[config.mk]
export PLATFORM = sky130hd
export DESIGN_NAME = regfile_wb_ctrl
export DESIGN_NICKNAME = d
export VERILOG_FILES = /design/src/rtl/regfile_wb_ctrl.sv
export SDC_FILE = /design/constraint.sdc
export NUM_CORES = 1
export LEC_CHECK = 0
export ABC_AREA = 1
export CORE_UTILIZATION = 46
export DETAILED_ROUTE_END_ITERATION = 12
export GPL_TIMING_DRIVEN = 0
export PLACE_DENSITY = 0.81
export SLEW_MARGIN = 40
export SYNTH_ARGS = -nofsm -noshare
export SYNTH_HDL_FRONTEND = slang
export SYNTH_SLANG_ARGS = --single-unit
[constraint.sdc]
create_clock -name clk -period 2.2 [get_ports clk]
set_clock_uncertainty 0.2 [all_clocks]
set_input_delay 0.44 -clock clk [delete_from_list [all_inputs] [get_ports clk]]
set_output_delay 0.44 -clock clk [all_outputs]
set_load 0.02 [all_outputs]
[src/rtl/regfile_wb_ctrl.sv]
// ============================================================================
// Module   : regfile_wb_ctrl
// Brief    : Register-file write-port arbiter (ALU / LSU) with pending-write
//            scoreboard for RAW/WAW issue stalls. Define WB_FIXED_PRIO_EN for
//            fixed LSU-priority arbitration instead of round-robin.
// Revision : 1.0 - initial release
// ============================================================================
`default_nettype none

module regfile_wb_ctrl #(
    parameter int DATA_W = 32,
    parameter int ADDR_W = 5
) (
    input  logic                     clk,
    input  logic                     reset_n,
    input  logic                     wb0_valid,
    input  logic [ADDR_W-1:0]        wb0_rd,
    input  logic [DATA_W-1:0]        wb0_data,
    output logic                     wb0_ready,
    input  logic                     wb1_valid,
    input  logic [ADDR_W-1:0]        wb1_rd,
    input  logic [DATA_W-1:0]        wb1_data,
    output logic                     wb1_ready,
    input  logic                     issue_valid,
    input  logic [ADDR_W-1:0]        issue_rd,
    input  logic [ADDR_W-1:0]        issue_rs1,
    input  logic [ADDR_W-1:0]        issue_rs2,
    output logic                     issue_stall,
    output logic                     reg_write_en,
    output logic [ADDR_W-1:0]        reg_write_dest,
    output logic [DATA_W-1:0]        reg_write_data,
    output logic [(1<<ADDR_W)-1:0]   busy_vec
);

    localparam int NREG = 1 << ADDR_W;

    logic                w_gnt0;
    logic                w_gnt1;
    logic [ADDR_W-1:0]   w_xfer_rd;
    logic [DATA_W-1:0]   w_xfer_data;
    logic                w_wr;
    logic                w_stall;
    logic                w_issue_fire;
    logic [NREG-1:0]     w_busy_full;

    logic                we_q;
    logic [ADDR_W-1:0]   dest_q;
    logic [DATA_W-1:0]   data_q;
    logic [NREG-1:1]     busy_q;
    logic [NREG-1:1]     busy_d;

`ifdef WB_FIXED_PRIO_EN
    // LSU always wins a conflict; no arbitration history needed.
    assign w_gnt1 = wb1_valid;
    assign w_gnt0 = wb0_valid & ~wb1_valid;
`else
    logic last_grant_q;
    logic last_grant_d;

    // Conflicts go to the source not granted last; a lone request always wins.
    always_comb begin
        w_gnt0 = 1'b0;
        w_gnt1 = 1'b0;
        if (wb0_valid && wb1_valid) begin
            if (last_grant_q) begin
                w_gnt0 = 1'b1;
            end else begin
                w_gnt1 = 1'b1;
            end
        end else begin
            w_gnt0 = wb0_valid;
            w_gnt1 = wb1_valid;
        end
    end

    always_comb begin
        last_grant_d = last_grant_q;
        if (w_gnt1) begin
            last_grant_d = 1'b1;
        end else if (w_gnt0) begin
            last_grant_d = 1'b0;
        end
    end

    always_ff @(posedge clk or negedge reset_n) begin
        if (!reset_n) begin
            last_grant_q <= 1'b1;
        end else begin
            last_grant_q <= last_grant_d;
        end
    end
`endif

    assign wb0_ready   = w_gnt0;
    assign wb1_ready   = w_gnt1;
    assign w_xfer_rd   = w_gnt1 ? wb1_rd   : wb0_rd;
    assign w_xfer_data = w_gnt1 ? wb1_data : wb0_data;
    // Writes to x0 are accepted but never reach the register file.
    assign w_wr        = (w_gnt0 | w_gnt1) && (w_xfer_rd != '0);

    always_ff @(posedge clk or negedge reset_n) begin
        if (!reset_n) begin
            we_q   <= 1'b0;
            dest_q <= '0;
            data_q <= '0;
        end else begin
            we_q <= w_wr;
            if (w_wr) begin
                dest_q <= w_xfer_rd;
                data_q <= w_xfer_data;
            end
        end
    end

    assign w_busy_full  = {busy_q, 1'b0};
    assign w_stall      = w_busy_full[issue_rs1] | w_busy_full[issue_rs2] | w_busy_full[issue_rd];
    assign w_issue_fire = issue_valid & ~w_stall;

    // Set has priority over clear so a re-issue during the final write keeps the bit.
    generate
        for (genvar i = 1; i < NREG; i++) begin : g_busy
            assign busy_d[i] = (w_issue_fire && (issue_rd == ADDR_W'(i)))
                             | (busy_q[i] & ~(we_q && (dest_q == ADDR_W'(i))));
        end
    endgenerate

    always_ff @(posedge clk or negedge reset_n) begin
        if (!reset_n) begin
            busy_q <= '0;
        end else begin
            busy_q <= busy_d;
        end
    end

    assign issue_stall    = w_stall;
    assign reg_write_en   = we_q;
    assign reg_write_dest = dest_q;
    assign reg_write_data = data_q;
    assign busy_vec       = w_busy_full;

endmodule

`default_nettype wire

## Word-level counts from Yosys, hierarchy flattened

Cells that the tools add are included.
W data, S select, Z words.

| cells by class | value |
|---|---|
| magnitude comparators | 3 |
| equality and inequality tests | 62 |
| mux-type cells | 14 |
| bitwise gates (word level) | 98 |
| reduce and logical (&&, ||, !) cells | 66 |

Operators by type and width:

| cell | count |
|---|---|
| $eq A5 B5 Y1 const B | 32 |
| $eq A5 B4 Y1 const B | 16 |
| $logic_and A1 B1 Y1 | 64 |
| $eq A5 B3 Y1 const B | 8 |
| $or A1 B1 Y1 | 34 |
| $and A1 B1 Y1 | 32 |
| $mux W32 | 1 |
| $not A1 Y1 | 32 |
| $eq A5 B2 Y1 const B | 4 |
| $lt A5 B6 Y1 const B | 3 |
| $bmux W1 S5 | 3 |
| $eq A5 B1 Y1 const B | 2 |
| $mux W1 | 9 |
| $mux W5 | 1 |
| $reduce_bool A5 Y1 | 1 |
| $reduce_bool A2 Y1 | 1 |

| word-level totals | value |
|---|---|
| bits in registers | 70 |
| input port bits | 94 |
| output and inout port bits | 73 |
| logic and storage cells | 248 |

## Depth between registers and ports, before layout

Gate-level depths: netlist (run 1).

| depth | value |
|---|---|
| depth after elaboration | 8 |
| mapped depth | 15 |
| gate-level depth less buffers | 14 |

## Worst setup path before layout (run 1)

No wires, ideal clock.

| timing path | value |
|---|---|
| kind | input port to output port |
| start point | input port issue_rd[0] |
| end point | output port issue_stall |
| data arrival time | 1.608 ns |
| required time | 1.560 ns |
| slack | -0.048 ns |
| stages | 13 |
| path buffers | 3 |
| cells stage by stage | buf_6 -> buf_8 -> nand3_2 -> nand2_1 -> nor2_1 -> nor2_1 -> nor2_1 -> nand2_1 -> nand2_1 -> nand2_2 -> nor2_8 -> buf_12 -> inv_1 |

| on the way | value |
|---|---|
| longest elaborated chain between the ends | 3 |

RTL lines:

| what | RTL line | text |
|---|---|---|
| start: declaration | 25 | `input logic [ADDR_W-1:0] issue_rd,` |
| $bmux W1 S5 | 116 | `assign w_stall = w_busy_full[issue_rs1] \| w_busy_full[issue_rs2] \| w_busy_full[issue_rd];` |
| $mux W1 (not written as such) | 116 |  |
| $or A1 B1 Y1 | 116 |  |
| end: declaration | 28 | `output logic issue_stall,` |

Every way passes these cells. The select of a mux whose other input is x is not followed.

## Worst setup path in the final report (run 1)

| timing path | value |
|---|---|
| start point | register busy_q[16] (netlist bit) |
| end point | output port issue_stall |

| on the way | value |
|---|---|
| longest elaborated chain between the ends | 4 |
| elaborated cells on any way between the ends | 8 |
| classes of those cells | mux: 6; bitwise: 2 |

RTL lines:

| what | RTL line | text |
|---|---|---|
| start: declaration | 49 | `logic [NREG-1:1] busy_q;` |
| start signal: assignment | 131 | `busy_q <= busy_d;` |
| $bmux W1 S5 | 116 |  |
| $mux W1 (not written as such) | 116 |  |
| $or A1 B1 Y1 | 116 |  |
| $or A1 B1 Y1 * | 116 |  |

Every way passes the cells marked *; elsewhere a longest branch is shown, timed or not. The select of a mux whose other input is x is not followed.

==> flow_summary.json, run 1 <==
{
  "drtPass1Iterations": 5,
  "worstPathArrival_ns": 1.89,
  "antenna_found_initial": 0,
  "critPathRequiredTime_ns": 1.56,
  "irDropWorstVdd_mv": 0.512,
  "finalWirelength_um": 19900,
  "viasPerCell": 5.61,
  "track_usage_pct": 34.3,
  "power_w": 0.00690,
  "synth_area_um2": 4820,
  "numCtsBuffers": 9,
  "chipWidth_um": 104,
  "yosys-top-cells-area": "dfrtp_1 36%, nand2_1 19%, o211ai_1 6.4%",
  "slowest_stage": "dfrtp_1",
  "r2r-end": "reg_write_data[4]",
  "r2r_cells": 10,
  "synthesis.nets": 774,
  "clockBufferDepth": 2,
  "worst_setup_path_end_kind": "output pin",
  "core-area_um2": 9950,
  "tns_ns": -4.45,
  "finalMaxSlewViolations": 0,
  "r2r-start": "last_grant_q",
  "grt_max_degree": 58,
  "drc_errors": 0,
  "synth.top_cell.area_share_pct": 35.8,
  "synth_edf_count": 0,
  "critical_path_class": "reg -> out",
  "setup_violations": 37,
  "num_io_pins": 167,
  "drive_gt1_share_pct": 22.1,
  "start_util_pct": 48.4,
  "ys_top_cells_by_count": "246 x nand2_1, 69 x dfrtp_1, 53 x inv_1",
  "status": "finished, violations left",
  "yosysWarnings": 0,
  "power_leakage_nw": 3.43,
  "synth-seq-cells": 70,
  "ff2ff_setup_slack_ns": -0.20,
  "fin_crit_ns": 2.53,
  "maxCapViolations": 0,
  "cpMostUsedCell": "nand2_1",
  "yosysMostFrequentCell": "nand2_1",
  "cts-root-buf": "clkbuf_8",
  "yosysUniqueCellTypes": 31,
  "gp_congestion": 0.958,
  "die_h_um": 104,
  "syn_inst": 680,
  "fin_cells": 1025,
  "slowest_delay_ns": 0.47,
  "fin_ws_ns": -0.332,
  "synth_async_sr_flop_share_pct": 100,
  "syn_to_final_growth_pct": 56.5,
  "drt-initial-drc-count": 534,
  "crit_fanout": 4,
  "period_share_pct": 115,
  "synth.avg_cell_area_um2": 7.08,
  "tightest_slew_ns": 0.530,
  "crit_chain": "inv_1, o21ai_1, nand2_1, nand2_1, a21oi_2, nand2_1, nand2_1, nand2_2, nor2_8, buf_12, inv_4, buf_6",
  "n_antenna_cell": 0,
  "nets": 982,
  "detailed_place.area_um2": 6630,
  "hold_viol": 0,
  "drt-wirelength-per-cell_um": 19.5,
  "fmax_ghz": 0.395,
  "clk_latency_ns": 0.35,
  "grt_pass1_wl_um": 29200,
  "hold_class": "in -> async",
  "clk_pin_slew_worst_paths_ns": 0.08,
  "p_per_area_nw_per_um2": 915,
  "ys.flop_type": "dfrtp_1",
  "ant_nets": 0,
  "vias": 5754,
  "io_buffers": 162,
  "yosys.area.top_type": "dfrtp_1",
  "slew_headroom_pct": 64.6,
  "dp_cells": 976,
  "dp_hpwl_um": 13800,
  "cp-start-kind": "register",
  "rsz0062_at_grt": "yes",
  "dieArea_um2": 10900,
  "fp-row-count": 36,
  "dp_slack_ns": -1.35,
  "fin_area_um2": 7540,
  "yosysSeqAreaShare_pct": 36.4,
  "grt-ovfl-total": 0,
  "first_global_vias": 5834,
  "clock-sinks": 70,
  "violations": "setup timing",
  "tritoncts": "built",
  "h-tree-depth": 3
}
metal layers:
metal	track usage, %	share of wire, %	vias up
met2	61.0	51	345
li1	-	-	2624
met5	0	0	-
met1	37.4	36	2703
met3	7.52	8.0	82
met4	19.4	4.7	0
sequential cells by signal, summed over array words and instances, names as in the netlist:
name            cells
busy_q             31
last_grant_q        1
reg_write_data     32
reg_write_dest      5
reg_write_en        1
layout by cell type, fill, tap and decap left out, types with 7 or more instances in the layout:
| cell type | instances |
|---|---|
| clkdlybuf4s50_1 | 147 |
| o211ai_1 | 41 |
| inv_1 | 48 |
| nor2_1 | 38 |
| nand2_2 | 12 |
| or2_2 | 33 |
| nand3_2 | 33 |
| dfrtp_2 | 7 |
| buf_4 | 26 |
| buf_8 | 10 |
| o21ai_0 | 37 |
| dfrtp_1 | 62 |
| clkbuf_8 | 10 |
| buf_6 | 13 |
| clkbuf_1 | 9 |
| nor3_1 | 12 |
| nand3_1 | 48 |
| nand2_1 | 235 |
what timing repair did:
item | in CTS | in global routing
gates resized for setup | 87 | 44
gates cloned | 2 | 7
setup endpoints to repair | 72 | 59
hold buffers | 1 | 0
hold endpoints to repair | 69 | 0
setup buffers | 16 | 9
pin swaps | 18 | 22
power by group:
group	internal [W]	switching, W
logic	0.00151	0.00179
clock network	0.000862	0.000527
registers	0.00168	0.000525
total	0.00406	0.00285
worst max-delay path by stage:
stage                       startpoint                 to  slack [ns]  cells after the start
after floorplan            issue_rd[0]        issue_stall       -0.05                     13
after global placement         reset_n  reg_write_data[0]       -1.83                      1
after detailed placement  issue_rs2[1]        issue_stall       -1.35                     13
after CTS                   busy_q[30]        issue_stall       -0.35                     14
after global routing        busy_q[30]        issue_stall       -0.41                     10
final                       busy_q[16]        issue_stall       -0.33                     12
layout make-up:
class	count	area [um^2]
plain buffers	37	389
clock buffers	9	124
clock inverters	6	135
fillers	728	2410
inverters	58	228
multi-input cells	515	2700
flip-flops and latches	70	1760
well taps	133	166
repair buffers	196	2030
repair inverters	1	6.26
kinds of logic after synthesis:
logic type	share of synthesized area, %
other cells	0.0778
flops	36.4
buf+inv	10.3
compound gates	11.4
simple gates	41.2
mux	0.623
metrics by stage:
stage / hold WS [ns] / util, %
after floorplan: -0.0556 / -
after global placement: 0.263 / 66.4
after detailed placement: 0.0720 / 66.6
after CTS: 0.264 / 72.7
after global routing: 0.285 / 75.8
final: 0.280 / 75.8
worst max-delay path: cells and delay by family (launching register included):
| family | cells | cell delay [ns] |
|---|---|---|
| buf+inv | 4 | 0.38 |
| flops | 1 | 0.47 |
| simple gates | 6 | 0.50 |
| compound gates | 2 | 0.19 |
(Power assumes the default switching activity.)
==> inputs of run 2 (changes only) <==
- CTS_CLUSTER_SIZE: default -> 20
==> results of run 2 <==
Same layout as run 1: the final DEF is identical, and so are final timing and power.
==> edit 1 (settings of run 2) <==
`ADDR_W`: 5 -> 4.
--- a/src/rtl/regfile_wb_ctrl.sv
+++ b/src/rtl/regfile_wb_ctrl.sv
@@ -9,7 +9,7 @@
 
 module regfile_wb_ctrl #(
     parameter int DATA_W = 32,
-    parameter int ADDR_W = 5
+    parameter int ADDR_W = 4
 ) (
     input  logic                     clk,
     input  logic                     reset_n,
Ports: changed (7 resized); port bits go from 167 to 145. No check against the original RTL was run, so the function may have changed too.
==> edit 1 against run 2 <==
The flow still finishes with violations (setup timing); largest cell class unchanged; sequential cell count decreased by 17; critical path type unchanged; first-iteration DRC count decreased by 58%; worst setup slack improved by 290 ps; wire length decreased by 47%; final area decreased by 31%; power decreased by 39%; sequential share of layout area increased by 2.2 points; synthesized area decreased by 29%; global-route usage decreased by 6.8 points.
==> edit 1: results (changes against run 2) <==
\begin{tabular}{lr}
\hline
Metric & Value \\
\hline
\multicolumn{2}{l}{\textbf{Clock tree}} \\
\quad Total clock buffers created by CTS & 5 (-4) \\
\quad Maximum level of the CTS H-tree & 2 (-1) \\
\multicolumn{2}{l}{\textbf{Global routing}} \\
\quad Pin count of the biggest net entering global routing & 43 (-26\%) \\
\quad Via count of the first global-routing pass & 3500 (-40\%) \\
\multicolumn{2}{l}{\textbf{Placed design}} \\
\quad Minimum setup slack after placement & -906 ps (+442 ps) \\
\quad Port Buffers & 140 (-14\%) \\
\quad RD Place Congestion & 0.925 (-3.4\%) \\
\quad Final HPWL from detailed placement & 8040 um (-42\%) \\
\multicolumn{2}{l}{\textbf{Timing}} \\
\quad Setup ws final & -46.1 ps (+286 ps) \\
\quad Worst hold slack after final layout & 292 ps (+11.7 ps) \\
\quad Number of setup violations in the final report & 1 (-97\%) \\
\multicolumn{2}{l}{\textbf{Outcome}} \\
\quad Failing checks & setup timing \\
\quad Outcome & complete, but fails checks \\
\multicolumn{2}{l}{\textbf{Power}} \\
\quad Leak pwr & 2.44 nW (-29\%) \\
\multicolumn{2}{l}{\textbf{Synth}} \\
\quad Net count after synthesis & 535 (-31\%) \\
\quad Leading cell types by count after synthesis & nand2\_1, dfrtp\_1, nand3\_1, or2\_2, inv\_1 \\
\quad Sequential element share of the synthesized area & 38.9\% (+2.5 points) \\
\quad Area contributors post-synth & dfrtp\_1, nand2\_1, o211ai\_2, or2\_2, nand3\_1 \\
\multicolumn{2}{l}{\textbf{Setup path}} \\
\quad CP arrival & 1610 ps (-280 ps) \\
\quad Setup slack of the worst register-to-register path & 240 ps (+440 ps) \\
\quad Standard cell with the maximum stage delay on the critical path & dfrtp\_2 \\
\quad Largest fanout on the critical path & 10 (+6) \\
\multicolumn{2}{l}{\textbf{Route}} \\
\quad Pre-Repair DR Iteration Count & 6 (+1) \\
\multicolumn{2}{l}{\textbf{Worst hold path}} \\
\quad Type of the most critical hold path & flop to flop \\
\multicolumn{2}{l}{\textbf{Finish}} \\
\quad Layout net count & 698 (-29\%) \\
\quad Final design utilization & 72.3\% (-3.4 points) \\
\hline
\end{tabular}
[edit 1: cell types whose count changed after synthesis, moves of 20 or more]
cell	before	now
o21ai_0	38	18
inv_1	53	30
o211ai_1	41	5
nand2_1	246	163
nand3_2	30	1
o211ai_2	0	27
[edit 1: final cells by class]
class	instances	area share (%)
Multi-Input combinational cell	335	34.1
Tap cell	99	2.37
Clock inverter	2	0.743
Buffer	19	3.36
Clock buffer	6	1.39
Sequential cell	53	25.6
Inverter	37	2.95
Timing Repair Buffer	158	29.5
[edit 1: kinds of logic after synthesis]
group                  after synthesis  synth area share [%]
AOI/OAI and AO/OA                   55                  14.8
buffers and inverters               58                  9.61
DFF                                 53                  38.9
other                                1                 0.110
and+or+nand+nor                    279                  36.6
[edit 1: how the worst max path moves through the flow]
stage	startpoint	to	cells past startpoint
floorplan	issue_rs1[0]	issue_stall	10
finish	busy_q[13]	issue_stall	9
detailed placement	issue_rd[0]	issue_stall	12
global route	busy_q[1]	issue_stall	9
global placement	reset_n	busy_q[3]	1
CTS	busy_q[7]	issue_stall	10
[edit 1: tightest hold or removal path, delay by kind of cell (launching register included)]
family | cells | cell delay, ps
simple gates | 2 | 100
flops | 1 | 360
[edit 1: routing by layer]
| metal | global-route usage (%) | part of all wire [%] | wire (um) |
|---|---|---|---|
| met1 | 32.2 | 39 | 4130 |
| met2 | 47.5 | 49 | 5230 |
| met3 | 8.95 | 9.4 | 995 |
| met4 | 9.38 | 2.5 | 264 |
| met5 | 0 | 0 | 0 |
[edit 1: power groups by stage]
stage | clock (mW) | sequential (mW) | combinational (mW)
after CTS | 0.683 | 1.49 | 1.91
after floorplan | 0 | 1.70 | 0.727
final | 0.666 | 1.50 | 2.06
after global routing | 0.723 | 1.52 | 2.22
after detailed placement | 0 | 1.50 | 1.88
after global placement | 0 | 1.50 | 1.84
[edit 1: repair_timing]
item,4_1_cts,5_1_grt
endpoints found under the setup margin,3,2
gates resized for setup,33,12
setup buffers,2,13
hold buffers,1,0
pin swaps,2,5
gates cloned,1,0
hold endpoints to repair,11,0
[edit 1: metrics by stage]
step / total power, mW / cells
global route: 4.46 / 709
finish: 4.22 / 709
detailed placement: 3.37 / 686
CTS: 4.08 / 697
global placement: 3.34 / 685
floorplan: 2.42 / 446
==> edit 2 (settings of run 2) <==
Made on the original files. Make the reset (`reset_n`) synchronous in 3 clocked blocks.
--- a/src/rtl/regfile_wb_ctrl.sv
+++ b/src/rtl/regfile_wb_ctrl.sv
@@ -82,7 +82,7 @@
         end
     end
 
-    always_ff @(posedge clk or negedge reset_n) begin
+    always_ff @(posedge clk) begin
         if (!reset_n) begin
             last_grant_q <= 1'b1;
         end else begin
@@ -98,7 +98,7 @@
     // Writes to x0 are accepted but never reach the register file.
     assign w_wr        = (w_gnt0 | w_gnt1) && (w_xfer_rd != '0);
 
-    always_ff @(posedge clk or negedge reset_n) begin
+    always_ff @(posedge clk) begin
         if (!reset_n) begin
             we_q   <= 1'b0;
             dest_q <= '0;
@@ -124,7 +124,7 @@
         end
     endgenerate
 
-    always_ff @(posedge clk or negedge reset_n) begin
+    always_ff @(posedge clk) begin
         if (!reset_n) begin
             busy_q <= '0;
         end else begin
Check against the original RTL: differs if reset_n is asserted again (counterexample within 4 cycles, from zero or initial values and one cycle with reset_n low); with reset_n held inactive, the same outputs for 4 cycles.
==> edit 2 against run 2 <==
The run still ends with setup timing left; global-route usage up 1.1 points; synthesized area down 9.1%; worst hold slack worse by 31 ps; final area down 11%; sequential cell count unchanged; wire length down 12%; worst setup slack better by 180 ps; utilization down 3.5 points; highest routed layer unchanged.
Power is not compared: it rests on default switching activity, and its combinational part moved more than twofold at a synthesized area within 25%.
==> edit 2: results (changes against run 2) <==
\begin{tabular}{lr}
\hline
Metric & Value \\
\hline
\multicolumn{2}{l}{\textbf{Synth}} \\
\quad Area contributors post-synth & dfxtp\_1, nand2\_1, o21ai\_0, nand3\_1, inv\_1 \\
\quad Number of cells produced by synthesis & 701 (+3.1\%) \\
\quad Leading cell types by count after synthesis & nand2\_1, o21ai\_0, dfxtp\_1, inv\_1, nand3\_1 \\
\quad Adder-cell share of the synthesized area & 0\% (unchanged) \\
\quad Net count after synthesis & 795 (+2.7\%) \\
\quad Fraction of synthesized cell area in xor and xnor cells & 0\% (unchanged) \\
\quad Post-synthesis mux area share & 0\% (-0.62 points) \\
\quad Asr flop ratio synth & 0\% (-100 points) \\
\quad Primary flip-flop cell chosen by synthesis mapping & dfxtp\_1 \\
\multicolumn{2}{l}{\textbf{Setup path}} \\
\quad CP arrival & 1710 ps (-180 ps) \\
\quad Largest fanout on the critical path & 5 (+1) \\
\quad Standard cell with the maximum stage delay on the critical path & dfxtp\_2 \\
\quad Terminus of the critical flop-to-flop path & busy\_q[5] \\
\quad Setup slack of the worst register-to-register path & 130 ps (+330 ps) \\
\quad Critical Path Start & busy\_q[2] \\
\multicolumn{2}{l}{\textbf{Outcome}} \\
\quad Outcome & complete, but fails checks \\
\quad Failing checks & setup timing \\
\multicolumn{2}{l}{\textbf{Global routing}} \\
\quad Met3 demand-to-capacity share in global routing & 7.52\% (about the same) \\
\quad Global-route wire length before repair & 27300 um (-6.5\%) \\
\quad Met1 track demand over resource in global routing & 46.2\% (+8.7 points) \\
\quad Via count of the first global-routing pass & 5451 (-6.6\%) \\
\quad Pin count of the biggest net entering global routing & 14 (-76\%) \\
\quad Met2 global-route usage & 56.0\% (-5.0 points) \\
\quad Global router's overall resource usage & 35.4\% (+1.1 points) \\
\multicolumn{2}{l}{\textbf{Timing}} \\
\quad Actual slew at the worst max-slew pin & 514 ps (-16.1 ps) \\
\quad Setup ws final & -148 ps (+184 ps) \\
\quad Number of setup violations in the final report & 1 (-97\%) \\
\quad Accumulated negative setup slack & -148 ps (+4300 ps) \\
\multicolumn{2}{l}{\textbf{Finish}} \\
\quad Share of cells above drive strength 1 & 17.9\% (-4.1 points) \\
\quad Layout net count & 981 (-0.10\%) \\
\multicolumn{2}{l}{\textbf{Route}} \\
\quad Total number of vias & 5701 (-0.92\%) \\
\quad Drt first-iter violations & 447 (-16\%) \\
\quad Wire length per cell after detailed routing & 17.1 um (-12\%) \\
\quad Wire length on met2 & 7940 um (-22\%) \\
\quad Routed length on met1 & 7270 um (+0.64\%) \\
\quad Top Layer Used & met4 \\
\multicolumn{2}{l}{\textbf{Placed design}} \\
\quad Port Buffers & 159 (-1.9\%) \\
\quad Final HPWL from detailed placement & 13500 um (-1.8\%) \\
\quad Minimum setup slack after placement & -1140 ps (+203 ps) \\
\multicolumn{2}{l}{\textbf{Worst hold path}} \\
\quad Type of the most critical hold path & input pin to flop \\
\hline
\end{tabular}
[edit 2: per-stage QoR]
step                      hold WS, ps  power (mW)  cell area [sq um]
after CTS                         241        3.51               6550
final                             249        3.53               6680
after floorplan                   266        1.90               4380
after global placement            280        2.32               6130
after detailed placement          307        2.34               6130
after global routing              297        3.67               6680
[edit 2: timing repair]
action | CTS | global route
hold buffers | 0 | 0
setup endpoints to repair | 69 | 55
cloned | 0 | 1
resized for setup | 107 | 52
setup buffers | 12 | 4
pin swaps | 8 | 17
[edit 2: final cells by class]
class | instances | share of cell area, %
Multi-Input combinational cell | 520 | 37.7
Buffer | 47 | 5.14
Inverter | 63 | 3.82
Timing Repair Buffer | 176 | 25.6
Clock buffer | 9 | 1.86
Sequential cell | 70 | 22.0
Clock inverter | 7 | 1.46
Tap cell | 129 | 2.42
